--- src/rtl/gigex_rx_cmd_router.sv ---
// GigEx Rx command router: byte FIFO -> 4-byte word assembly -> per-module valid/ready; GIGEX_RX_CMD_STATS_EN adds drop counters.
// Latency: bytes sampled at edges k..k+3 give cmd_valid after edge k+5; one word per 5 cycles when outputs are ready.
// Backpressure: a word is held until every addressed cmd_ready handshakes; nRF[CMD_CHANNEL] throttles the GigEx.

module gigex_rx_fifo #(
  parameter int W     = 8,
  parameter int DEPTH = 16
) (
  input  logic                     clk,
  input  logic                     rst,
  input  logic                     push,
  input  logic [W-1:0]             push_dat,
  input  logic                     pop,
  output logic [W-1:0]             pop_dat,
  output logic                     empty,
  output logic                     full,
  output logic [$clog2(DEPTH):0]   count_nxt
);
  localparam int AW = $clog2(DEPTH);
  localparam logic [AW:0] FULL_CNT = (AW+1)'(DEPTH);

  logic [W-1:0]  mem [DEPTH];
  logic [AW-1:0] wptr, rptr;
  logic [AW:0]   count;
  logic          do_pop, do_push;

  assign empty   = (count == '0);
  assign full    = (count == FULL_CNT);
  assign do_pop  = pop && !empty;
  // A push into a full FIFO is still taken when the head leaves on the same edge.
  assign do_push = push && (!full || do_pop);
  assign pop_dat = mem[rptr];

  always_comb begin
    count_nxt = count;
    if (do_push && !do_pop)
      count_nxt = count + 1'b1;
    else if (!do_push && do_pop)
      count_nxt = count - 1'b1;
  end

  always_ff @(posedge clk or negedge rst) begin
    if (!rst) begin
      wptr  <= '0;
      rptr  <= '0;
      count <= '0;
    end else begin
      if (do_push) wptr <= wptr + 1'b1;
      if (do_pop)  rptr <= rptr + 1'b1;
      count <= count_nxt;
    end
  end

  always_ff @(posedge clk) begin
    if (do_push) mem[wptr] <= push_dat;
  end
endmodule

module gigex_rx_cmd_router #(
  parameter int NMODULES    = 4,
  parameter int CMD_LEN     = 32,
  parameter int CMD_CHANNEL = 0,
  parameter int FIFO_DEPTH  = 16,
  parameter int FULL_MARGIN = 4,
  parameter int TIMEOUT     = 1024
) (
  input  logic                clk,
  input  logic                rst,
  input  logic [7:0]          Q,
  input  logic                nRx,
  input  logic [2:0]          RC,
  output logic [7:0]          nRF,
  output logic [CMD_LEN-1:0]  cmd_data,
  output logic [NMODULES-1:0] cmd_valid,
  input  logic [NMODULES-1:0] cmd_ready,
  output logic                bad_dest,
  output logic                frame_timeout,
  output logic [15:0]         bytes_dropped,
  output logic [15:0]         words_dropped
);
  localparam int CW = $clog2(FIFO_DEPTH) + 1;
  localparam logic [CW-1:0] NRF_THR = CW'(FIFO_DEPTH - FULL_MARGIN);
  localparam int TW = $clog2(TIMEOUT + 1);
  localparam logic [TW-1:0] TMO_LAST = TW'(TIMEOUT - 1);

  typedef enum logic [1:0] {IDLE, ASSEMBLE, DISPATCH} state_t;

  state_t              state;
  logic                in_vld;
  logic [7:0]          in_dat;
  logic                nrf_cmd;
  logic [7:0]          fifo_dat;
  logic                fifo_empty, fifo_full, pop;
  logic [CW-1:0]       fifo_cnt_nxt;
  logic [CMD_LEN-9:0]  word;
  logic [CMD_LEN-1:0]  nxt_word;
  logic [1:0]          byte_cnt;
  logic [TW-1:0]       tmo_cnt;
  logic [NMODULES-1:0] pending, pending_nxt, dest_mask;
  logic [3:0]          dest;
  logic                dest_bad, tmo_evt;

  always_ff @(posedge clk or negedge rst) begin
    if (!rst) begin
      in_vld  <= 1'b0;
      in_dat  <= '0;
      nrf_cmd <= 1'b1;
    end else begin
      in_vld  <= !nRx && (RC == 3'(CMD_CHANNEL));
      in_dat  <= Q;
      nrf_cmd <= (fifo_cnt_nxt < NRF_THR);
    end
  end

  always_comb begin
    nRF = 8'hFF;
    nRF[CMD_CHANNEL] = nrf_cmd;
  end

  gigex_rx_fifo #(.W(8), .DEPTH(FIFO_DEPTH)) u_fifo (
    .clk       (clk),
    .rst       (rst),
    .push      (in_vld),
    .push_dat  (in_dat),
    .pop       (pop),
    .pop_dat   (fifo_dat),
    .empty     (fifo_empty),
    .full      (fifo_full),
    .count_nxt (fifo_cnt_nxt)
  );

  assign pop         = !fifo_empty && (state != DISPATCH);
  assign nxt_word    = {word, fifo_dat};
  assign dest        = nxt_word[CMD_LEN-1 -: 4];
  assign cmd_valid   = pending;
  assign pending_nxt = pending & ~cmd_ready;
  assign tmo_evt     = (state == ASSEMBLE) && fifo_empty && (tmo_cnt == TMO_LAST);

  always_comb begin
    dest_mask = '0;
    for (int i = 0; i < NMODULES; i++)
      if (dest == 4'(i)) dest_mask[i] = 1'b1;
    if (dest == 4'hF) dest_mask = '1;
  end
  assign dest_bad = (dest_mask == '0);

  always_ff @(posedge clk or negedge rst) begin
    if (!rst) begin
      state         <= IDLE;
      word          <= '0;
      byte_cnt      <= '0;
      tmo_cnt       <= '0;
      pending       <= '0;
      cmd_data      <= '0;
      bad_dest      <= 1'b0;
      frame_timeout <= 1'b0;
    end else begin
      bad_dest      <= 1'b0;
      frame_timeout <= 1'b0;
      case (state)
        IDLE, ASSEMBLE: begin
          if (!fifo_empty) begin
            word    <= nxt_word[CMD_LEN-9:0];
            tmo_cnt <= '0;
            if (byte_cnt == 2'd3) begin
              byte_cnt <= '0;
              cmd_data <= nxt_word;
              pending  <= dest_mask;
              bad_dest <= dest_bad;
              state    <= dest_bad ? IDLE : DISPATCH;
            end else begin
              byte_cnt <= byte_cnt + 1'b1;
              state    <= ASSEMBLE;
            end
          end else if (state == ASSEMBLE) begin
            if (tmo_evt) begin
              word          <= '0;
              byte_cnt      <= '0;
              tmo_cnt       <= '0;
              frame_timeout <= 1'b1;
              state         <= IDLE;
            end else begin
              tmo_cnt <= tmo_cnt + 1'b1;
            end
          end
        end
        DISPATCH: begin
          pending <= pending_nxt;
          if (pending_nxt == '0) state <= IDLE;
        end
        default: state <= IDLE;
      endcase
    end
  end

`ifdef GIGEX_RX_CMD_STATS_EN
  logic [15:0] bytes_drop_q, words_drop_q;
  logic        byte_drop, bad_evt;

  assign byte_drop = in_vld && fifo_full && !pop;
  assign bad_evt   = pop && (byte_cnt == 2'd3) && dest_bad;

  always_ff @(posedge clk or negedge rst) begin
    if (!rst) begin
      bytes_drop_q <= '0;
      words_drop_q <= '0;
    end else begin
      if (byte_drop && bytes_drop_q != 16'hFFFF)
        bytes_drop_q <= bytes_drop_q + 1'b1;
      if ((bad_evt || tmo_evt) && words_drop_q != 16'hFFFF)
        words_drop_q <= words_drop_q + 1'b1;
    end
  end

  assign bytes_dropped = bytes_drop_q;
  assign words_dropped = words_drop_q;
`else
  logic stats_unused;
  assign stats_unused  = fifo_full;
  assign bytes_dropped = 16'h0;
  assign words_dropped = 16'h0;
`endif
endmodule

--- config.mk ---
export PLATFORM = sky130hd
export DESIGN_NAME = gigex_rx_cmd_router
export DESIGN_NICKNAME = d
export VERILOG_FILES = /design/src/rtl/gigex_rx_cmd_router.sv
export SDC_FILE = /design/constraint.sdc
export NUM_CORES = 1
export LEC_CHECK = 0
export ABC_AREA = 1
export ABC_CLOCK_PERIOD_IN_PS = 2620
export CORE_MARGIN = 2
export CORE_UTILIZATION = 57
export DETAILED_ROUTE_END_ITERATION = 6
export PLACE_DENSITY = 0.77
export SLEW_MARGIN = 0
export SYNTH_ARGS = -nofsm -noshare
export SYNTH_HDL_FRONTEND = slang
export SYNTH_SLANG_ARGS = --single-unit
--- constraint.sdc ---
create_clock -name clk -period 2.62 [get_ports clk]
set_input_delay 0.524 -clock clk [delete_from_list [all_inputs] [get_ports clk]]
set_output_delay 0.524 -clock clk [all_outputs]
set_load 0.01 [all_outputs]
==> results.json <==
{
  "cts.sinks": 228,
  "dieArea_sq_um": 18250,
  "reg2reg_setup_slack_ns": 0.28,
  "fmax_ghz": 0.4267,
  "grt_use_total_pct": 23.04,
  "ys_async_sr_fraction_pct": 43.86,
  "arrival_ns": 2.47,
  "ys_seq_area_share_pct": 64.79,
  "tritoncts": "done",
  "synth_flop_cell": "edfxtp_1",
  "synth_simple_gate_area_share_pct": 18.43,
  "muxShareOfSynthArea_pct": 0,
  "synth_cells": 935,
  "synth-compound-area-share_pct": 6.909,
  "clk_pin_slew_worst_paths_ns": 0.06,
  "final-seq-area_sq_um": 6349,
  "synth_top_area_share_pct": 39.23,
  "final-hold-violation-count": 0,
  "syn_area_sq_um": 9797,
  "clk_path_buf_depth": 3,
  "clkPwrFrac_pct": 25.9,
  "reg2reg_depth": 7,
  "yosys-top-cells-area": "edfxtp_1 39%, dfrtp_1 25%, nand2_1 8.7%",
  "finalClockSkew_ns": 0.02847,
  "synth_xor_area_share_pct": 1.341,
  "portBuffers": 56,
  "num_vias": 6643,
  "vias_per_cell": 5.383,
  "synth_seq_cells": 228,
  "fillers": 1271,
  "fp.coreArea_sq_um": 16700,
  "startpoint_type": "flop",
  "multi_input_area_sq_um": 2873,
  "hold_start": "Q[6]",
  "dr.first_iter.drc_count": 627,
  "synth_edf_count": 128,
  "fp-row-count": 47,
  "path_class": "reg2reg",
  "p_leak_nw": 4.671,
  "fin_crit_sh_pct": 89.45,
  "gp_congestion": 0.8387,
  "grt_first_pass_wirelength_mm": 32.63,
  "r2r_start": "u_fifo.count[0]",
  "diodes": 0,
  "worstSetupEndpointType": "flop",
  "drcViolationCount": 0,
  "required_ns": 2.75,
  "p_int_mw": 8.016,
  "htreeDepth": 1,
  "status": "completed",
  "synth_area_leader_cell": "edfxtp_1",
  "timing.slew.headroom_pct": 49.10,
  "swShare_pct": 36.84,
  "ctsRootBufferMaster": "clkbuf_16",
  "min_period_ns": 2.344,
  "cts_made_buffers": 23,
  "seq_power_share_pct": 39.2,
  "wl_mm": 20.62,
  "timing.rr.end": "u_fifo.mem[15][0]",
  "rsz0062_at_grt": "no",
  "clk_latency_ns": 0.52,
  "pin_count": 96,
  "switchingPower_mw": 4.677,
  "nNetsFinal": 1024,
  "slew_viol_final": 0,
  "dpl.hpwl_mm": 13.28,
  "hold_ws_ns": 0.4407,
  "cap_violations": 0,
  "antenna_found_initial": 0,
  "powerDensity_nw_per_um2": 1132,
  "post_cts_buffers": 0,
  "min_to": "in_dat[6]",
  "synth_warnings": 0,
  "synth_fa_ha_area_share_pct": 1.149,
  "setup_violations": 0,
  "drive_above_1_share_pct": 8.679,
  "tightest_slew_ns": 0.7634,
  "synth_area_per_cell_sq_um": 10.48,
  "ant_nets": 0,
  "holdPathStages": 1,
  "cp_max_fo": 8,
  "synth_top_family_by_area": "simple AND/OR/NAND/NOR gates",
  "grt_pass1_vias": 6264,
  "holdCritPathClass": "in2reg",
  "area_delta_synth_final_pct": 14.46,
  "grt-ovfl-total": 0,
  "combinationalPowerShare_pct": 35.0,
  "grt_max_degree": 75,
  "fp.dieH_um": 135.1,
  "dr.pass1.iters": 5,
  "wire_per_inst_um": 16.71,
  "synth_cell_types": 41,
  "die_x_um": 135.1,
  "tns_ns": 0,
  "start_util_pct": 58.66,
  "vdd_drop_max_mv": 0.6714
}
==> worst max-delay path by stage <==
stage,start,endpoint,slack [ns],cells past startpoint
finish,u_fifo.count[0],u_fifo.mem[15][0],0.28,7
global route,u_fifo.count[0],u_fifo.mem[11][3],0.13,7
CTS,u_fifo.count[0],u_fifo.mem[4][2],0.28,7
detailed placement,u_fifo.count[0],u_fifo.mem[4][4],0.29,7
global placement,u_fifo.count[0],u_fifo.mem[4][4],0.39,7
floorplan,u_fifo.count[0],u_fifo.mem[0][0],0.68,7
==> synthesized netlist by cell type (3+ instances only) <==
master / instances
nor2_1: 130
clkbuf_1: 11
edfxtp_1: 128
nand4_1: 4
buf_2: 12
ha_1: 9
nand2_4: 3
inv_1: 44
nor2_4: 3
xor2_1: 14
inv_2: 9
o211ai_1: 20
nand2_2: 3
nand2_1: 226
a21oi_1: 10
o21ai_1: 9
dfrtp_1: 99
buf_6: 4
buf_4: 47
nand3_1: 44
o21ai_0: 80
==> critical path, cell delays in order, from the launching register on <==
cell and delay [ns]:
dfrtp_1 0.41, inv_1 0.10, ha_1 0.29, nand4_1 0.19
nand2_1 0.15, inv_2 0.14, nand2_2 0.13, nor2_1 0.55
==> metrics by stage <==
stage	instance area [sq um]	power (mW)	instances	setup slack, ns	utilization, %
2_1_floorplan	9936	7.978	972	0.6757	-
3_3_place_gp	10440	9.275	1191	0.3939	62.51
3_5_place_dp	10440	9.440	1191	0.2876	62.51
4_1_cts	11210	12.75	1234	0.2847	67.14
5_1_grt	11210	13.48	1234	0.1251	67.14
6_report	11210	12.69	1234	0.2765	67.14
==> state kept, by name, indices dropped and copies added (netlist names) <==
signal / cells
u_fifo.mem: 128
u_fifo.wptr: 4
word: 24
byte_cnt: 2
tmo_cnt: 11
in_dat: 8
nrf_cmd: 1
u_fifo.count: 5
cmd_data: 32
frame_timeout: 1
state: 2
in_vld: 1
u_fifo.rptr: 4
cmd_valid: 4
bad_dest: 1
==> logic make-up (layout without fill, tap and decap cells) <==
family                     Yosys count  in the layout
and+or+nand+nor                    427            427
DFF                                228            228
buffers and inverters              131            173
AOI/OAI and AO/OA                  123            123
xor gates and xnor gates            15             15
adders and majority gates            9              9
other                                2             39
==> layout make-up <==
class | instances | share of cell area [%]
Multi-Input combinational cell | 613 | 25.62
Inverter | 56 | 1.897
Tap cell | 220 | 2.455
Sequential cell | 228 | 56.62
Clock inverter | 13 | 1.384
Clock buffer | 29 | 5.423
Timing Repair Buffer | 75 | 6.606
==> repair_timing <==
| item | 4_1_cts | 5_1_grt |
|---|---|---|
| gates resized for setup | 0 | 0 |
| hold buffers | 1 | 0 |
| hold endpoints to repair | 27 | 0 |
==> cells in the final DEF (no fill, tap or decap), types with 4 or more instances in the layout <==
cell type	n
clkinv_2	5
o21ai_0	80
inv_2	9
nor2_1	130
buf_4	16
o21ai_1	9
o211ai_1	20
nand4_1	4
clkbuf_1	5
inv_1	44
xor2_1	14
edfxtp_1	128
conb_1	39
ha_1	9
a21oi_1	10
clkbuf_16	23
nand2_1	226
clkdlybuf4s50_1	55
nand3_1	44
dfrtp_1	98
==> routing by layer <==
layer	routed length, um	up-vias	track usage, %
li1	-	3153	-
met1	8673	3167	31.91
met2	9828	277	37.06
met3	1507	46	3.716
met4	611	0	9.028
met5	0	-	0
==> power by group through the flow <==
stage	logic [mW]	registers [mW]	clock network, mW
3_3_place_gp	4.27	5.01	0
6_report	4.44	4.97	3.28
2_1_floorplan	3.00	4.98	0
4_1_cts	4.45	4.96	3.34
5_1_grt	4.97	5.04	3.47
3_5_place_dp	4.41	5.03	0
No activity file was read; power rests on OpenSTA's default activity.
